[src/rtl/soin_gshare_predictor_if.sv]
// Fetch / execute / debug bundle for the gshare direction predictor.
// The master side is fetch+execute+debug host; the slave side is the predictor.
interface soin_gshare_predictor_if #(
    parameter int HIST_W  = 8,
    parameter int INDEX_W = 10
);
    localparam int META_W = HIST_W + INDEX_W + 1;

    logic              bpredictor_ready;
    logic              soin_bpredictor_stall;

    logic              fetch_bpredictor_lookup;
    logic [31:0]       fetch_bpredictor_PC;
    logic              fetch_bpredictor_is_cond;
    logic              bpredictor_fetch_valid;
    logic              bpredictor_fetch_p_dir;
    logic [META_W-1:0] bpredictor_fetch_meta;

    logic              execute_bpredictor_update;
    logic              execute_bpredictor_dir;
    logic              execute_bpredictor_miss;
    logic [META_W-1:0] execute_bpredictor_meta;

    logic [1:0]        soin_bpredictor_debug_sel;
    logic [31:0]       bpredictor_soin_debug;

    modport master (
        input  bpredictor_ready,
        output soin_bpredictor_stall,
        output fetch_bpredictor_lookup,
        output fetch_bpredictor_PC,
        output fetch_bpredictor_is_cond,
        input  bpredictor_fetch_valid,
        input  bpredictor_fetch_p_dir,
        input  bpredictor_fetch_meta,
        output execute_bpredictor_update,
        output execute_bpredictor_dir,
        output execute_bpredictor_miss,
        output execute_bpredictor_meta,
        output soin_bpredictor_debug_sel,
        input  bpredictor_soin_debug
    );

    modport slave (
        output bpredictor_ready,
        input  soin_bpredictor_stall,
        input  fetch_bpredictor_lookup,
        input  fetch_bpredictor_PC,
        input  fetch_bpredictor_is_cond,
        output bpredictor_fetch_valid,
        output bpredictor_fetch_p_dir,
        output bpredictor_fetch_meta,
        input  execute_bpredictor_update,
        input  execute_bpredictor_dir,
        input  execute_bpredictor_miss,
        input  execute_bpredictor_meta,
        input  soin_bpredictor_debug_sel,
        output bpredictor_soin_debug
    );
endinterface

[src/rtl/soin_gshare_predictor.sv]
// Parametrised gshare direction predictor.
// Self-initialising counter table, speculative global history with miss repair,
// two-stage counter training pipe with same-index forwarding, saturating debug counters.
module soin_gshare_predictor #(
    parameter int          HIST_W   = 8,
    parameter int          INDEX_W  = 10,
    parameter int          CTR_W    = 2,
    parameter int unsigned INIT_CTR = 1
) (
    input  logic                    clk,
    input  logic                    reset,
    soin_gshare_predictor_if.slave  bp
);
    localparam int META_W  = HIST_W + INDEX_W + 1;
    localparam int ENTRIES = 1 << INDEX_W;

    typedef logic [CTR_W-1:0]   ctr_t;
    typedef logic [INDEX_W-1:0] idx_t;
    typedef logic [HIST_W-1:0]  ghr_t;

    localparam ctr_t CTR_MAX  = '1;
    localparam ctr_t CTR_INIT = ctr_t'(INIT_CTR);

    typedef enum logic {ST_INIT, ST_READY} state_t;

    // Shift one outcome into a history register (youngest outcome in bit 0).
    function automatic ghr_t shift_in(input ghr_t hist, input logic outcome);
        return ghr_t'({hist, outcome});
    endfunction

    function automatic logic [31:0] sat_inc32(input logic [31:0] value);
        return (value == '1) ? value : value + 32'd1;
    endfunction

    state_t state_q;
    idx_t   init_ptr_q;
    logic   ready_q;

    ctr_t   table_q [ENTRIES];

    ghr_t              ghr_q;
    logic              valid_q;
    logic              p_dir_q;
    logic [META_W-1:0] meta_q;

    logic   u_vld_q;
    idx_t   u_idx_q;
    logic   u_dir_q;
    ctr_t   u_rdata_q;
    logic   fwd_vld_q;
    idx_t   fwd_idx_q;
    ctr_t   fwd_ctr_q;

    logic [31:0] lookups_q;
    logic [31:0] updates_q;
    logic [31:0] misses_q;

    logic stall;
    logic lookup_acc;
    idx_t lookup_idx;
    logic lookup_p_dir;
    logic update_acc;
    logic update_miss;
    ghr_t upd_ghr;
    idx_t upd_idx;
    ctr_t u_old;
    ctr_t u_new;

    assign stall        = bp.soin_bpredictor_stall;
    assign lookup_acc   = bp.fetch_bpredictor_lookup & ~stall & ready_q;
    assign lookup_idx   = bp.fetch_bpredictor_PC[INDEX_W+1:2] ^ idx_t'(ghr_q);
    assign lookup_p_dir = table_q[lookup_idx][CTR_W-1];
    assign update_acc   = bp.execute_bpredictor_update & ready_q;
    assign update_miss  = update_acc & bp.execute_bpredictor_miss;
    assign upd_ghr      = bp.execute_bpredictor_meta[META_W-1 -: HIST_W];
    assign upd_idx      = bp.execute_bpredictor_meta[INDEX_W:1];

    // PC bits outside the index field and the returned p_dir bit carry no information here.
    logic unused_inputs;
    assign unused_inputs = ^{bp.fetch_bpredictor_PC[31:INDEX_W+2],
                             bp.fetch_bpredictor_PC[1:0],
                             bp.execute_bpredictor_meta[0]};

    // Init sequencer: sweep every entry once after reset, then declare ready.
    // NOTE: every clocked block uses non-blocking assignments so all registers sample pre-edge values.
    always_ff @(posedge clk or posedge reset) begin
        if (reset) begin
            state_q    <= ST_INIT;
            init_ptr_q <= '0;
            ready_q    <= 1'b0;
        end else begin
            case (state_q)
                ST_INIT: begin
                    init_ptr_q <= init_ptr_q + idx_t'(1);
                    if (init_ptr_q == '1) begin
                        state_q <= ST_READY;
                        ready_q <= 1'b1;
                    end
                end
                default: ;
            endcase
        end
    end

    // Table write port: init sweep, otherwise the U2 training write.
    // NOTE: the counter array is not reset; the init sweep gives it defined contents instead.
    always_ff @(posedge clk) begin
        if (state_q == ST_INIT) begin
            table_q[init_ptr_q] <= CTR_INIT;
        end else if (u_vld_q) begin
            table_q[u_idx_q] <= u_new;
        end
    end

    // Lookup response registers; a stall freezes them completely.
    always_ff @(posedge clk or posedge reset) begin
        if (reset) begin
            valid_q <= 1'b0;
            p_dir_q <= 1'b0;
            meta_q  <= '0;
        end else if (!stall) begin
            if (lookup_acc) begin
                valid_q <= 1'b1;
                p_dir_q <= lookup_p_dir;
                meta_q  <= {ghr_q, lookup_idx, lookup_p_dir};
            end else begin
                valid_q <= 1'b0;
            end
        end
    end

    // Speculative history: repair from execute wins over the fetch-side shift.
    always_ff @(posedge clk or posedge reset) begin
        if (reset) begin
            ghr_q <= '0;
        end else if (update_miss) begin
            ghr_q <= shift_in(upd_ghr, bp.execute_bpredictor_dir);
        end else if (valid_q && bp.fetch_bpredictor_is_cond && !stall) begin
            ghr_q <= shift_in(ghr_q, p_dir_q);
        end
    end

    // U2 read-modify-write: the previous U2 result bypasses the RAM when it hit the same entry.
    always_comb begin
        u_old = (fwd_vld_q && (fwd_idx_q == u_idx_q)) ? fwd_ctr_q : u_rdata_q;
        if (u_dir_q) begin
            u_new = (u_old == CTR_MAX) ? u_old : u_old + ctr_t'(1);
        end else begin
            u_new = (u_old == '0) ? u_old : u_old - ctr_t'(1);
        end
    end

    // Training pipe: U1 latches the update and reads the counter, U2 result is kept for forwarding.
    always_ff @(posedge clk or posedge reset) begin
        if (reset) begin
            u_vld_q   <= 1'b0;
            u_idx_q   <= '0;
            u_dir_q   <= 1'b0;
            u_rdata_q <= '0;
            fwd_vld_q <= 1'b0;
            fwd_idx_q <= '0;
            fwd_ctr_q <= '0;
        end else begin
            u_vld_q <= update_acc;
            if (update_acc) begin
                u_idx_q   <= upd_idx;
                u_dir_q   <= bp.execute_bpredictor_dir;
                u_rdata_q <= table_q[upd_idx];
            end
            fwd_vld_q <= u_vld_q;
            if (u_vld_q) begin
                fwd_idx_q <= u_idx_q;
                fwd_ctr_q <= u_new;
            end
        end
    end

    // Saturating event counters for debug visibility.
    always_ff @(posedge clk or posedge reset) begin
        if (reset) begin
            lookups_q <= '0;
            updates_q <= '0;
            misses_q  <= '0;
        end else begin
            if (lookup_acc)  lookups_q <= sat_inc32(lookups_q);
            if (update_acc)  updates_q <= sat_inc32(updates_q);
            if (update_miss) misses_q  <= sat_inc32(misses_q);
        end
    end

    // Debug read mux.
    // NOTE: the output gets a default first so no path through the block can infer a latch.
    always_comb begin
        bp.bpredictor_soin_debug = '0;
        case (bp.soin_bpredictor_debug_sel)
            2'd0:    bp.bpredictor_soin_debug = lookups_q;
            2'd1:    bp.bpredictor_soin_debug = updates_q;
            2'd2:    bp.bpredictor_soin_debug = misses_q;
            default: bp.bpredictor_soin_debug = 32'(ghr_q);
        endcase
    end

    assign bp.bpredictor_ready       = ready_q;
    assign bp.bpredictor_fetch_valid = valid_q;
    assign bp.bpredictor_fetch_p_dir = p_dir_q;
    assign bp.bpredictor_fetch_meta  = meta_q;

endmodule

[src/flat_wrapper.sv]
// flat-port wrapper written by rule: the top's interface ports become plain ports
module soin_gshare_predictor_flat 
#(
    parameter int          HIST_W   = 8,
    parameter int          INDEX_W  = 10,
    parameter int          CTR_W    = 2,
    parameter int unsigned INIT_CTR = 1
)
  (clk, reset, bp_bpredictor_ready, bp_soin_bpredictor_stall, bp_fetch_bpredictor_lookup, bp_fetch_bpredictor_PC, bp_fetch_bpredictor_is_cond, bp_bpredictor_fetch_valid, bp_bpredictor_fetch_p_dir, bp_bpredictor_fetch_meta, bp_execute_bpredictor_update, bp_execute_bpredictor_dir, bp_execute_bpredictor_miss, bp_execute_bpredictor_meta, bp_soin_bpredictor_debug_sel, bp_bpredictor_soin_debug);
  soin_gshare_predictor_if #(.HIST_W(HIST_W), .INDEX_W(INDEX_W)) bp_i ();
  input  logic clk;
  input  logic reset;
  output wire logic [$bits(bp_i.bpredictor_ready)-1:0] bp_bpredictor_ready;
  input wire logic [$bits(bp_i.soin_bpredictor_stall)-1:0] bp_soin_bpredictor_stall;
  input wire logic [$bits(bp_i.fetch_bpredictor_lookup)-1:0] bp_fetch_bpredictor_lookup;
  input wire logic [$bits(bp_i.fetch_bpredictor_PC)-1:0] bp_fetch_bpredictor_PC;
  input wire logic [$bits(bp_i.fetch_bpredictor_is_cond)-1:0] bp_fetch_bpredictor_is_cond;
  output wire logic [$bits(bp_i.bpredictor_fetch_valid)-1:0] bp_bpredictor_fetch_valid;
  output wire logic [$bits(bp_i.bpredictor_fetch_p_dir)-1:0] bp_bpredictor_fetch_p_dir;
  output wire logic [$bits(bp_i.bpredictor_fetch_meta)-1:0] bp_bpredictor_fetch_meta;
  input wire logic [$bits(bp_i.execute_bpredictor_update)-1:0] bp_execute_bpredictor_update;
  input wire logic [$bits(bp_i.execute_bpredictor_dir)-1:0] bp_execute_bpredictor_dir;
  input wire logic [$bits(bp_i.execute_bpredictor_miss)-1:0] bp_execute_bpredictor_miss;
  input wire logic [$bits(bp_i.execute_bpredictor_meta)-1:0] bp_execute_bpredictor_meta;
  input wire logic [$bits(bp_i.soin_bpredictor_debug_sel)-1:0] bp_soin_bpredictor_debug_sel;
  output wire logic [$bits(bp_i.bpredictor_soin_debug)-1:0] bp_bpredictor_soin_debug;
  assign bp_bpredictor_ready = bp_i.bpredictor_ready;
  assign bp_i.soin_bpredictor_stall = bp_soin_bpredictor_stall;
  assign bp_i.fetch_bpredictor_lookup = bp_fetch_bpredictor_lookup;
  assign bp_i.fetch_bpredictor_PC = bp_fetch_bpredictor_PC;
  assign bp_i.fetch_bpredictor_is_cond = bp_fetch_bpredictor_is_cond;
  assign bp_bpredictor_fetch_valid = bp_i.bpredictor_fetch_valid;
  assign bp_bpredictor_fetch_p_dir = bp_i.bpredictor_fetch_p_dir;
  assign bp_bpredictor_fetch_meta = bp_i.bpredictor_fetch_meta;
  assign bp_i.execute_bpredictor_update = bp_execute_bpredictor_update;
  assign bp_i.execute_bpredictor_dir = bp_execute_bpredictor_dir;
  assign bp_i.execute_bpredictor_miss = bp_execute_bpredictor_miss;
  assign bp_i.execute_bpredictor_meta = bp_execute_bpredictor_meta;
  assign bp_i.soin_bpredictor_debug_sel = bp_soin_bpredictor_debug_sel;
  assign bp_bpredictor_soin_debug = bp_i.bpredictor_soin_debug;
  soin_gshare_predictor #(.HIST_W(HIST_W), .INDEX_W(INDEX_W), .CTR_W(CTR_W), .INIT_CTR(INIT_CTR)) u_core (.clk(clk), .reset(reset), .bp(bp_i));
endmodule
[config.mk]
export PLATFORM = sky130hd
export DESIGN_NAME = soin_gshare_predictor_flat
export DESIGN_NICKNAME = d
export VERILOG_FILES = /design/src/rtl/soin_gshare_predictor_if.sv /design/src/rtl/soin_gshare_predictor.sv /design/src/flat_wrapper.sv
export SDC_FILE = /design/constraint.sdc
export NUM_CORES = 2
export LEC_CHECK = 0
export BUFFER_PORTS_ARGS = -buffer_cell sky130_fd_sc_hd__buf_2
export CAP_MARGIN = 10
export CORE_ASPECT_RATIO = 1.1
export CORE_MARGIN = 8
export CORE_UTILIZATION = 30
export CTS_CLUSTER_DIAMETER = 200
export DETAILED_ROUTE_END_ITERATION = 8
export HOLD_SLACK_MARGIN = 0.1
export PLACE_DENSITY_LB_ADDON = 0.12
export SYNTH_ARGS = -nofsm -noshare
export SYNTH_HDL_FRONTEND = slang
export SYNTH_SLANG_ARGS = --single-unit
export TNS_END_PERCENT = 30
[constraint.sdc]
create_clock -name clk -period 51 [get_ports clk]
set_input_delay 0 -clock clk [delete_from_list [all_inputs] [get_ports clk]]
set_output_delay 0 -clock clk [all_outputs]
set_load 0.005 [all_outputs]
* After elaboration in Yosys (flattened, before gate mapping)
Memories as Yosys holds them, arrays and structs flattened. A register that Yosys moved wholly into a read port is not among the register bits. Cells that the tools add are included.
Storage, ports and cells: register bits after elaboration 162, bits in writable memories 2048, input port bits 61, output and inout port bits 54, logic and storage cells 71, memories kept 1
Cells by class: $add $sub $neg 6, eq/ne operators 8, multiplexer cells 17, bitwise gates (word level) 10, reductions and logical operators 13
Memory list:
- u_core.table_q | words 1024, bits a word 2, rd ports 2, clocked after memory_dff 1, wr ports 1, line soin_gshare_predictor.sv:39 | ctr_t table_q [ENTRIES];
Operators with widths (number):
- 32-bit by 1-bit adder with 32-bit output (second input constant) | 3
- 32-bit equality test (second input constant) | 3
- 32-bit case mux with 3 select lines | 1
- 8-bit two-way mux | 2
- 10-bit by 1-bit adder with 10-bit output (second input constant) | 1
- 10-bit equality test | 1
- 10-bit equality test (second input constant) | 1
- 10-bit two-way mux | 1
- 2-bit two-way mux | 5
- 2-bit AND reduction | 5
- 10-bit by 8-bit bitwise XOR with 10-bit output | 1
- 1-bit two-way mux | 8
- 1-bit NOT | 5
- 1-bit bitwise AND | 4
- 2-bit equality test (second input constant) | 2
- 2-bit logical NOT | 2
- 1-bit logical AND | 3
- 2-bit by 1-bit adder with 2-bit output (second input constant) | 1
- 2-bit by 1-bit equality test with 1-bit output (second input constant) | 1
- 2-bit nonzero test | 1
- 2-bit OR reduction | 1
- 2-bit by 1-bit subtractor with 2-bit output (second input constant) | 1
- 1-bit logical NOT | 1

* Logic depth before layout (Yosys ltp)
depth after elaboration 7, depth in mapped cells 14, depth with buffers taken out 9

* Worst setup path after synthesis
Ideal clock, no wire load.
path type flip-flop to flip-flop, from register u_core.state_q, to memory u_core.table_q[0][1] (netlist bit) (data pin), setup time 4.958 ns, data arrival time 24.768 ns, data required time 46.042 ns, setup slack 21.274 ns, cell stages (with the launch flop) 6, buffers on the path 3, period minus slack after synthesis 29.726 ns, path through dfrtp_1 clkbuf_1 nand2_1 clkbuf_1 clkbuf_1 nor2_1
Between the ends: word-level cells in the longest chain between the ends 4
RTL lines:
- start, declared | line soin_gshare_predictor.sv:35 | state_t state_q;
- start signal, assigned | line soin_gshare_predictor.sv:88 | state_q <= ST_INIT;
- start signal, assigned | line soin_gshare_predictor.sv:96 | state_q <= ST_READY;
- 1-bit two-way mux | line soin_gshare_predictor.sv:108 | if (state_q == ST_INIT) begin
- 1-bit two-way mux (implied by the code) | line soin_gshare_predictor.sv:111 | table_q[u_idx_q] <= u_new;
- 2-bit OR reduction (no source line)
- 2-bit two-way mux (no source line)
- end, declared | line soin_gshare_predictor.sv:39
Every way passes these cells.

* Final worst setup path
from register u_core.ghr_q[0], to register u_core.meta_q[0], in the netlist u_core.bp.bpredictor_fetch_meta[0]
Between the ends: word-level cells in the longest chain between the ends 2
RTL lines:
- start, declared | line soin_gshare_predictor.sv:41 | ghr_t ghr_q;
- start signal, assigned | line soin_gshare_predictor.sv:137 | ghr_q <= shift_in(upd_ghr, bp.execute_bpredictor_dir);
- start signal, assigned | line soin_gshare_predictor.sv:139 | ghr_q <= shift_in(ghr_q, p_dir_q);
- 10-bit by 8-bit bitwise XOR with 10-bit output | line soin_gshare_predictor.sv:71 | assign lookup_idx = bp.fetch_bpredictor_PC[INDEX_W+1:2] ^ idx_t'(ghr_q);
- memory read 1024 x 2 bit
- end signal, assigned | line soin_gshare_predictor.sv:125 | meta_q <= {ghr_q, lookup_idx, lookup_p_dir};
- end, declared | line soin_gshare_predictor.sv:44 | logic [META_W-1:0] meta_q;
Every way passes these cells. A chain may end at the register's enable or synchronous reset.

==> flow_metrics.env <==
export IMPL_totalNegativeSetupSlack_ns=0
export IMPL_wire_per_inst_um=33.10
export IMPL_report_final_slew_viol_count=0
export IMPL_dr_first_iter_drc_count=5787
export IMPL_worst_setup_hold_path_clk_slew_ns=0.06
export IMPL_ys_warn_count=0
export IMPL_dr_pass1_iters=5
export IMPL_chipWidth_um=566.2
export IMPL_grt_first_pass_wirelength_mm=498.6
export IMPL_drt_antenna_violating_nets=0
export IMPL_final_nets=6338
export IMPL_cts_tree="yes"
export IMPL_number_of_antenna_violations_at_the_first_check_in_global_routing=37
export IMPL_worstPathRequired_ns=51.71
export IMPL_cts_hold_fix_buffers=67
export IMPL_postRouteWirelength_mm=358.9
export IMPL_grt_overflow_total=0
export IMPL_place_worst_setup_slack_ns=44.24
export IMPL_start_util_pct=30.10
export IMPL_timing_final_crit_share_pct=13.27
export IMPL_finalHoldViolations=0
export IMPL_clock_root_buffer="clkbuf_16"
export IMPL_setup_violations_final=0
export IMPL_clk_insertion_delay_late_ns=0.89
export IMPL_arrival_time_at_the_worst_endpoint_ns=7.48
export IMPL_cts_resized_gates=0
export IMPL_clock_path_buffers=4
export IMPL_total_power_mw=3.944
export IMPL_status="finished clean"
export IMPL_synth_sequential_area_ratio_pct=65.65
export IMPL_post_route_worst_setup_slack_ns=44.23
export IMPL_cts_made_buffers=264
export IMPL_die_area_mm2=0.3517
export IMPL_fin_crit_ns=6.768
export IMPL_die_h_um=621.2
export IMPL_postSynth_topFlopCell="edfxtp_1"
export IMPL_via_cell_ratio=5.500
export IMPL_port_buffers=90
export IMPL_rsz_0062_raised_after_global_routing="false"
export IMPL_largest_net_degree_at_the_start_of_global_routing=234
export IMPL_grtUsageTotal_pct=19.73
export IMPL_layout_drive_gt1_share_pct=21.89
export IMPL_syn_instance_count=6142
export IMPL_vdd_ir_drop_worst_v=0.00002470
export IMPL_h_tree_level_count=5
export IMPL_regArea_mm2=0.06558
export IMPL_edff_count_synth=2048
export IMPL_critPathKind="reg2reg"
export IMPL_netlist_area_mm2=0.09990
export IMPL_pin_count=115
export IMPL_mostFrequentLayoutCells="2048 x edfxtp_1, 1102 x nor2_1, 657 x mux4_2"
export IMPL_startpoint_type="register"
export IMPL_post_dp_hpwl_mm=217.2
export IMPL_finalWeightedCongestion=0.8191
export IMPL_num_rows=222
export IMPL_hold_path_class="in2reg"
export IMPL_cts_post_setup_buffers_inserted=0
export IMPL_max_clock_freq_ghz=0.1478
export IMPL_synth_seq_cells=2211
export IMPL_p_leak_nw=35.45
export IMPL_endpoint_kind="register"
export IMPL_final_setup_skew_ns=0.04124
export IMPL_synth_avg_cell_area_um2=16.26
export IMPL_core_region_area_mm2=0.3319
export IMPL_clock_sinks=2211
export IMPL_synthArstFlopShare_pct=7.372
export IMPL_postSynthNetCount=6207
export IMPL_max_slew_margin_pct=19.65
export IMPL_power_density_over_the_cells_mw_per_mm2=34.50
export IMPL_cp_max_fo=27
export IMPL_fill_cells=31590
export IMPL_pin_slew_with_the_least_headroom_to_its_limit_ns=1.202
export IMPL_layout_area_overhead_vs_synth_pct=14.43
export IMPL_grt_pass1_vias=61922
export IMPL_leading_cell_type_in_the_layout_fill_and_taps_excluded="edfxtp_1"
export IMPL_multi_input_comb_area_mm2=0.03198
export IMPL_yosysUniqueCellTypes=79
export IMPL_drc_errors=0
export IMPL_maxCapViolations=0
export IMPL_number_of_vias_in_the_routed_layout=59642
-- kinds of logic after synthesis --
logic type / count (synthesis) / synth area share [%]
flops: 2211 / 65.65
simple gates: 1838 / 7.680
mux: 877 / 18.72
compound gates: 558 / 3.929
buf+inv: 527 / 2.824
xor+xnor: 126 / 1.139
fa+ha+maj: 5 / 0.06012
-- layer usage --
| layer | vias up | wire length, µm | global-route usage [%] |
|---|---|---|---|
| met3 | 555 | 22590 | 2.956 |
| met2 | 2270 | 170000 | 32.49 |
| li1 | 24648 | - | - |
| met1 | 32153 | 153500 | 26.87 |
| met5 | - | 108 | 0 |
| met4 | 16 | 12800 | 6.374 |
-- final timing paths --
kind                       cells after the start                                 end                               start  slack [ns]
setup reg to reg                              13  u_core.bp.bpredictor_fetch_meta[0]                     u_core.ghr_q[0]       44.23
setup / recovery                              13  u_core.bp.bpredictor_fetch_meta[0]                     u_core.ghr_q[0]       44.23
min in group asynchronous                      4  u_core.bp.bpredictor_fetch_meta[8]                               reset        0.34
max in group asynchronous                      5  u_core.bp.bpredictor_fetch_meta[0]                               reset       49.33
hold / removal                                 6                   u_core.u_idx_q[4]        bp_execute_bpredictor_update        0.25
hold reg to reg                                2  u_core.bp.bpredictor_fetch_meta[9]  u_core.bp.bpredictor_fetch_meta[9]        0.48
-- power breakdown --
part	switching (mW)	total (mW)	leakage [nW]	internal, mW
Clock	0.783	1.84	3.99	1.06
Sequential	0	1.95	21.1	1.95
Combinational	0.106	0.152	10.3	0.0464
-- synth_stat cells (83+ instances only) --
library cell | n | area [µm²]
xnor2_1 | 97 | 849.6
dfrtp_1 | 163 | 4079
a21oi_1 | 83 | 415.4
buf_2 | 95 | 475.5
edfxtp_1 | 2048 | 61500
mux4_2 | 657 | 14800
nand2_1 | 367 | 1378
clkbuf_1 | 265 | 994.7
a22oi_1 | 145 | 1089
mux4_1 | 102 | 2680
mux2i_1 | 93 | 930.9
nor2_1 | 1112 | 4174
nand3_1 | 117 | 585.6
-- worst max-delay path: stages, from the launching register on --
cell	delay, ns
dfrtp_1	0.60
xor2_4	0.17
buf_4	0.59
buf_4	0.63
buf_4	0.64
buf_4	0.50
buf_4	0.48
mux4_1	0.62
mux4_2	0.51
or2_0	0.21
a31oi_1	0.32
o21ai_1	0.31
o22ai_1	0.76
a221oi_2	0.11
-- flip-flops by register name, indices dropped and copies added (netlist names), 2 cells and up --
register	flops
u_core.table_q	2048
u_core.u_rdata_q	2
u_core.bp.bpredictor_fetch_meta	19
u_core.fwd_ctr_q	2
u_core.ghr_q	8
u_core.u_idx_q	10
u_core.lookups_q	32
u_core.fwd_idx_q	10
u_core.updates_q	32
u_core.init_ptr_q	10
u_core.misses_q	32
-- through the flow --
step / util [%] / hold slack, ns / instance area (µm²) / std cells
6_report: 34.44 / 0.2538 / 114300 / 10844
5_1_grt: 34.44 / 0.2502 / 114300 / 10841
4_1_cts: 34.40 / 0.1985 / 114200 / 10833
3_5_place_dp: 31.71 / 0.1014 / 105300 / 10303
3_3_place_gp: 31.71 / 0.09792 / 105300 / 10303
2_1_floorplan: - / 0.1054 / 99900 / 6142
-- cell type report --
type,instances,share of cell area (%)
repair buffers,370,2.564
clock buffers,329,6.129
clock inverters,134,1.093
inverters,22,0.07662
well taps,4368,4.781
diodes,6,0.01313
flip-flops and latches,2211,57.36
multi-input cells,3404,27.98
No activity file was read; power rests on OpenSTA's default activity.
